--- src/rtl/muldiv_seq.sv ---
// Sequential 32-bit unsigned multiply (shift-add) and divide (restoring).
// All 32-bit add/sub work goes through an external add/sub unit on the as_* port.
module muldiv_seq (
    input  logic        clk,
    input  logic        rst,
    input  logic        start,
    input  logic        op,
    input  logic [31:0] a,
    input  logic [31:0] b,
    output logic        busy,
    output logic        done,
    output logic [31:0] hi,
    output logic [31:0] lo,
    output logic        div_by_zero,
    output logic        as_add,
    output logic [31:0] as_num1,
    output logic [31:0] as_num2,
    input  logic [31:0] as_result
);

    typedef enum logic [1:0] {IDLE, RUN, DONE} state_t;

    state_t      state_q, state_d;
    logic [4:0]  cnt_q, cnt_d;
    logic        op_q, op_d;
    logic [31:0] a_q, a_d, b_q, b_d;
    logic [31:0] acc_hi_q, acc_hi_d, acc_lo_q, acc_lo_d;
    logic [31:0] hi_q, hi_d, lo_q, lo_d;
    logic        dbz_q, dbz_d;

    logic        accept, dz, carry, borrow;
    logic [31:0] t;

    assign accept = (state_q == IDLE) && start;
    assign dz     = op && (b == 32'd0);
    // Divide step operand: remainder shifted left, next dividend bit shifted in.
    assign t      = {acc_hi_q[30:0], acc_lo_q[31]};
    assign carry  = (acc_hi_q[31] & a_q[31]) |
                    ((acc_hi_q[31] | a_q[31]) & ~as_result[31]);
    assign borrow = ~acc_hi_q[31] &
                    ((~t[31] & b_q[31]) |
                     (~(t[31] ^ b_q[31]) & as_result[31]));

    always_ff @(posedge clk or posedge rst) begin
        if (rst) begin
            state_q <= IDLE;
        end else begin
            state_q <= state_d;
        end
    end

    always_comb begin
        state_d = state_q;
        unique case (state_q)
            IDLE:    if (start) state_d = dz ? DONE : RUN;
            RUN:     if (cnt_q == 5'd31) state_d = DONE;
            DONE:    state_d = IDLE;
            default: state_d = IDLE;
        endcase
    end

    always_comb begin
        busy    = (state_q != IDLE);
        done    = (state_q == DONE);
        as_add  = 1'b1;
        as_num1 = 32'd0;
        as_num2 = 32'd0;
        if (state_q == RUN) begin
            if (op_q) begin
                as_add  = 1'b0;
                as_num1 = t;
                as_num2 = b_q;
            end else begin
                as_num1 = acc_hi_q;
                as_num2 = a_q;
            end
        end
    end

    always_comb begin
        cnt_d    = cnt_q;
        op_d     = op_q;
        a_d      = a_q;
        b_d      = b_q;
        acc_hi_d = acc_hi_q;
        acc_lo_d = acc_lo_q;
        hi_d     = hi_q;
        lo_d     = lo_q;
        dbz_d    = dbz_q;
        if (accept) begin
            op_d     = op;
            a_d      = a;
            b_d      = b;
            cnt_d    = 5'd0;
            acc_hi_d = 32'd0;
            acc_lo_d = op ? a : b;
            dbz_d    = dz;
            if (dz) begin
                hi_d = a;
                lo_d = 32'hFFFF_FFFF;
            end
        end else if (state_q == RUN) begin
            cnt_d = cnt_q + 5'd1;
            if (op_q) begin
                acc_hi_d = borrow ? t : as_result;
                acc_lo_d = {acc_lo_q[30:0], ~borrow};
            end else if (acc_lo_q[0]) begin
                {acc_hi_d, acc_lo_d} = {carry, as_result, acc_lo_q[31:1]};
            end else begin
                {acc_hi_d, acc_lo_d} = {1'b0, acc_hi_q, acc_lo_q[31:1]};
            end
            if (cnt_q == 5'd31) begin
                hi_d = acc_hi_d;
                lo_d = acc_lo_d;
            end
        end
    end

    always_ff @(posedge clk or posedge rst) begin
        if (rst) begin
            cnt_q    <= 5'd0;
            op_q     <= 1'b0;
            a_q      <= 32'd0;
            b_q      <= 32'd0;
            acc_hi_q <= 32'd0;
            acc_lo_q <= 32'd0;
            hi_q     <= 32'd0;
            lo_q     <= 32'd0;
            dbz_q    <= 1'b0;
        end else begin
            cnt_q    <= cnt_d;
            op_q     <= op_d;
            a_q      <= a_d;
            b_q      <= b_d;
            acc_hi_q <= acc_hi_d;
            acc_lo_q <= acc_lo_d;
            hi_q     <= hi_d;
            lo_q     <= lo_d;
            dbz_q    <= dbz_d;
        end
    end

    assign hi          = hi_q;
    assign lo          = lo_q;
    assign div_by_zero = dbz_q;

endmodule

--- config.mk ---
export PLATFORM = sky130hd
export DESIGN_NAME = muldiv_seq
export DESIGN_NICKNAME = d
export VERILOG_FILES = /design/src/rtl/muldiv_seq.sv
export SDC_FILE = /design/constraint.sdc
export NUM_CORES = 1
export LEC_CHECK = 0
export CORE_MARGIN = 3
export CORE_UTILIZATION = 55
export DETAILED_ROUTE_END_ITERATION = 8
export PLACE_DENSITY = 0.92
export SETUP_SLACK_MARGIN = 0.05
export SYNTH_ARGS = -nofsm -noshare
export SYNTH_HDL_FRONTEND = slang
export SYNTH_SLANG_ARGS = --single-unit
--- constraint.sdc ---
create_clock -name clk -period 17.88 [get_ports clk]
set_input_delay 1.788 -clock clk [delete_from_list [all_inputs] [get_ports clk]]
set_output_delay 1.788 -clock clk [all_outputs]
set_load 0.01 [all_outputs]
==> metrics.cfg, run 1 <==
[cts]
cts_root_buf = clkbuf_16
cts_hold_buf = 0
cts_tree = built
ctsResizeCount = 0
cts.path.max_buffers = 3
clk_latency_ns = 0.49
cts_buffers = 21
cts.clk_slew.worst_paths_ns = 0.06
cts_max_level = 1
clkSinkCount = 201
cts_setup_buffers = 0

[setup_path]
worst-path-max-fanout = 69
crit_path_start_kind = register
endpoint_kind = output port
critPathKind = register to output port
crit_required_ns = 16.09
worst_ep_arrival_time_ns = 3.56

[timing]
fin_skew_ns = 0.00810
setup_viol = 0
slew_headroom_pct = 18.0
setup_ws_ns = 12.53
max_freq_ghz = 0.187
period_needed_ns = 5.35
timing.final.crit_share_pct = 29.9
tns_ns = 0
rsz0062_at_grt = no
finalMaxSlewViolations = 0
whs_ns = 0.473
hold_viol_final = 0
tightestPinTransition_ns = 1.23

[global_route]
met1_usage_pct = 42.0
grt_max_degree = 94
grt-busiest-layer = met2
grt_pass1_wl_mm = 50.1
grtUsageMet2_pct = 47.6
grt_overflow = 0
track_usage_pct = 30.3
antenna_found_initial = 0
first_global_vias = 9320
grt_util_met3_pct = 5.32

[route]
drt_iter0_markers = 899
vias = 9306
drt-pass1-iter-count = 5
wl_per_cell_microns = 21.3
drc_errors = 0
wirelength_mm = 32.4
antenna_left = 0
viasPerCell = 6.13

[run_status]
run_status = complete, no violations

[yosys]
yosysWarnings = 0
syn-num-nets = 1208
ys.flop_type = dfrtp_1
synth_cells = 1105
ys_seq_elements = 201
syn_area_per_cell_sq_um = 9.54
synth-edff-count = 0
synthDominantCellAreaShare_pct = 47.7
synth_cell_types = 44
synth_area_leaders = dfrtp_1, mux2i_1, nand2_1
async_flop_share_pct = 100
ys_seq_area_share_pct = 47.7
synth.largest_area_cell = dfrtp_1
synth_area_sq_um = 10500

[floorplan]
num_rows = 49
pin_count = 232
coreArea_sq_um = 18400
initial_core_util_pct = 57.3
die_h_microns = 144
design.die.area_sq_um = 20900
die_w_microns = 144

[power]
power.switching_mw = 1.08
p_leak_nw = 6.16
p_int_mw = 1.63
switching_share_pct = 39.8
vdd_drop_max_uv = 125
pwr-share-comb_pct = 50.7
p_seq_share_pct = 33.1
p_per_area_nw_per_um2 = 201
p_clk_share_pct = 16.2

[placed_design]
gp_congestion = 0.909
pre_cts_slack_ns = 12.45
dp_hpwl_mm = 22.1
numPortBuffers = 231

[finish]
area_growth_pct = 28.3
final_cell_mix = clkdlybuf4s50_1, nand2_1, dfrtp_1, nor2_1, mux2i_1
final_common_cell = clkdlybuf4s50_1
nNetsFinal = 1377
diodes = 0
final_layout_size_suffix_gt1_share_pct = 7.91
fin_util_pct = 73.5

[hold_path]
worstHoldPathType = register to register

[run]
drv_cap = 0

## power groups by stage
stage          combinational [mW]  clock [mW]  sequential [mW]
2_1_floorplan               0.827           0            0.822
3_3_place_gp                 1.32           0            0.884
3_5_place_dp                 1.36           0            0.895
4_1_cts                      1.37       0.446            0.891
5_1_grt                      1.50       0.466            0.923
6_report                     1.37       0.440            0.898
## final cells by class
class	instances	area, sq um
clock inverter	5	53.8
clock buffer	33	651
tap	229	287
multi-input combinational	804	5090
timing repair buffer	241	2380
inverter	5	26.3
fill	1254	4870
sequential	201	5030
## routing by layer
metal  share of wire [%]  routed length [microns]
met1                  41                    13400
met2                  46                    14900
met3                 8.4                     2710
met4                 4.3                     1390
met5                   0                        0
## worst paths after layout
path | start | end | slack [ns] | cells after the start
max | op_q | as_num1[31] | 12.53 | 4
min | a_q[27] | a_q[27] | 0.47 | 2
max reg2reg | state_q[0] | hi[1] | 13.87 | 6
min reg2reg | a_q[27] | a_q[27] | 0.47 | 2
max in group asynchronous | rst | op_q | 14.18 | 4
min in group asynchronous | rst | acc_hi_q[5] | 1.78 | 2
## sequential cells by signal (all words and copies together), names as in the netlist
name / cells
a_q: 32
acc_hi_q: 32
acc_lo_q: 32
b_q: 32
hi: 32
lo: 32
cnt_q: 5
state_q: 2
div_by_zero: 1
op_q: 1
## synth_stat cells (all sizes together), types with 3 or more instances
| cell | instances |
|---|---|
| nor4 | 7 |
| a221oi | 41 |
| buf | 39 |
| nor2b | 4 |
| a21oi | 45 |
| o211ai | 3 |
| ha | 3 |
| inv | 5 |
| mux2 | 53 |
| dfrtp | 201 |
| o221a | 20 |
| o22a | 20 |
| nand3 | 35 |
| o21ai | 37 |
| nand2 | 223 |
| clkbuf | 56 |
| nor3 | 12 |
| nand4 | 3 |
| nor2 | 141 |
| mux2i | 136 |
## stage by stage
stage / instances / cell area (sq um) / total power [mW]
after floorplan: 1105 / 10500 / 1.65
after global placement: 1480 / 12800 / 2.20
after detailed placement: 1480 / 12800 / 2.26
after global routing: 1518 / 13500 / 2.89
final: 1518 / 13500 / 2.71
after CTS: 1518 / 13500 / 2.71
## worst max-delay path, cell delays in order, from the launching register on
cell	delay, ns
dfrtp_4	1.19
buf_4	0.85
mux2i_1	0.17
nor2_1	0.25
clkdlybuf4s50_1	0.59
## cells by family (layout without fill, tap and decap cells)
kind of cell / count (synthesis) / after routing / share of synthesized area, %
compound gates: 176 / 176 / 12.0
fa+ha+maj: 4 / 4 / 0.451
buf+inv: 100 / 284 / 4.25
flops: 201 / 201 / 47.7
mux: 189 / 189 / 18.6
simple gates: 435 / 435 / 17.0
Note: power is estimated with default switching activity, not from simulation.
==> run 2, diff against run 1 <==
CORE_UTILIZATION = 51   (was 55)
PLACE_DENSITY = 0.86   (was 0.92)
clock period = 5.3 ns   (was 17.88 ns; I/O delays follow)
==> run 2 against run 1 <==
Design area up 0.81%; power increased to 3.4 times the previous value; sequential share of layout area shrank 0.30 points; critical endpoint is now as_num2[17]; largest power group unchanged.
==> metrics.cfg, run 2 (synthesis results as in run 1) <==
[route]
wl_per_cell_microns = 20.7  ; -3.0%
drt-met1-wl_mm = 13.4  ; about the same
met2WireLength_mm = 15.1  ; +1.5%
drt-pass1-iter-count = 5  ; unchanged
wirelength_mm = 32.2  ; -0.44%
vias = 9275  ; -0.33%
viasPerCell = 5.95  ; -2.9%
antenna_left = 0  ; unchanged
wl_met3_mm = 2.81  ; +3.5%
top_layer_used = met4
drc_errors = 0  ; unchanged
drt_iter0_markers = 807  ; -10%

[placed_design]
dp.cells = 1519  ; +2.6%
numPortBuffers = 231  ; unchanged
pre_cts_slack_ns = 1.27  ; -11.19 ns
place_area_sq_um = 12900  ; +0.67%
gp_congestion = 0.875  ; -3.7%
dp_hpwl_mm = 22.0  ; -0.78%

[cts]
clkSinkCount = 201  ; unchanged
ctsResizeCount = 0  ; unchanged
clk_latency_ns = 0.50  ; about the same
cts_buffers = 22  ; +4.8%
cts_tree = built
cts_setup_buffers = 0  ; unchanged
cts_hold_buf = 0  ; unchanged
cts_max_level = 1  ; unchanged
cts.path.max_buffers = 3  ; unchanged
cts.clk_slew.worst_paths_ns = 0.06  ; about the same
cts_root_buf = clkbuf_16

[power]
power_mw = 9.17  ; +240%
p_per_area_nw_per_um2 = 672  ; +240%
p_leak_nw = 6.19  ; +0.53%
vdd_drop_max_uv = 509  ; +310%

[global_route]
first_global_vias = 9084  ; -2.5%
track_usage_pct = 28.0  ; -2.3 points
grt_max_degree = 194  ; +110%
antenna_found_initial = 1  ; +1
grt_pass1_wl_mm = 50.1  ; +0.18%
grt_overflow = 0  ; unchanged

[finish]
nNetsFinal = 1381  ; +0.29%
final_layout_size_suffix_gt1_share_pct = 8.20  ; +0.29 points
area_growth_pct = 29.4
nFillCells = 1493  ; +19%
instances_no_fill = 1558  ; +2.6%
final_cell_mix = clkdlybuf4s50_1, nand2_1, dfrtp_1, nor2_1, mux2i_1
final_common_cell = clkdlybuf4s50_1
fin_area_sq_um = 13600  ; +0.81%
fin_util_pct = 68.7  ; -4.8 points

[setup_path]
worst_ep_arrival_time_ns = 3.00  ; -0.56 ns
r2r_setup_slack_ns = 1.98  ; -11.89 ns
worst-path-max-fanout = 71  ; +2.9%
crit_path_start_kind = register
endpoint_kind = output port
critPathKind = register to output port
crit_required_ns = 4.77  ; -11.32 ns

[floorplan]
num_rows = 51  ; +4.1%
design.die.area_sq_um = 22400  ; +7.5%
coreArea_sq_um = 19800  ; +7.9%
die_w_microns = 150  ; +3.7%
pin_count = 232  ; unchanged
die_h_microns = 150  ; +3.7%
initial_core_util_pct = 53.1  ; -4.2 points

[timing]
whs_ns = 0.444  ; -0.0295 ns
setup_viol = 0  ; unchanged
fin_skew_ns = 0.00943  ; +0.00134 ns
timing.final.crit_share_pct = 66.6
period_needed_ns = 3.53
max_freq_ghz = 0.283
setup_ws_ns = 1.77  ; -10.76 ns
tns_ns = 0  ; unchanged
finalMaxSlewViolations = 0  ; unchanged
tightestPinTransition_ns = 1.16  ; -0.0671 ns
rsz0062_at_grt = no
hold_viol_final = 0  ; unchanged
slew_headroom_pct = 22.7  ; +4.7 points

[run_status]
run_status = complete, no violations

[hold_path]
worstHoldPathType = input pin to asynchronous set/reset pin

[run]
drv_cap = 0  ; unchanged

==> run 2: power by group <==
group | leakage [nW] | switching, mW | internal, mW | total, mW
clock | 0.367 | 0.608 | 0.918 | 1.53
sequential | 2.48 | 0.717 | 2.27 | 2.99
combinational | 3.35 | 2.29 | 2.36 | 4.65
==> run 2: path summary, 6_finish.rpt <==
check | startpoint | end | cells after the start
worst max register to register | state_q[0] | lo[14] | 6
worst min-delay path | rst | lo[4] | 2
max in group asynchronous | rst | cnt_q[4] | 3
worst min register to register | a_q[13] | a_q[13] | 2
min in group clk | a_q[13] | a_q[13] | 2
worst max-delay path | op_q | as_num2[17] | 4
==> run 2: area by class of cell <==
cell class,count,area [sq um],area share [%]
Clock inverter,7,60.1,0.441
Clock buffer,31,666,4.88
Timing Repair Buffer,244,2430,17.8
Tap cell,265,332,2.43
Sequential cell,201,5030,36.9
Antenna cell,1,2.50,0.0184
Multi-Input combinational cell,804,5080,37.3
Inverter,5,22.5,0.165
==> run 2: worst max-delay path, cell delays in order, from the launching register on <==
cell	delay (ns)
dfrtp_4	1.04
buf_12	0.45
mux2i_1	0.14
nor2_1	0.19
clkdlybuf4s50_1	0.59
==> run 2: per-layer routing <==
metal,GRT usage [%],vias up
li1,-,4222
met1,39.8,4522
met2,45.0,467
met3,4.24,64
met4,7.96,0
met5,0,-
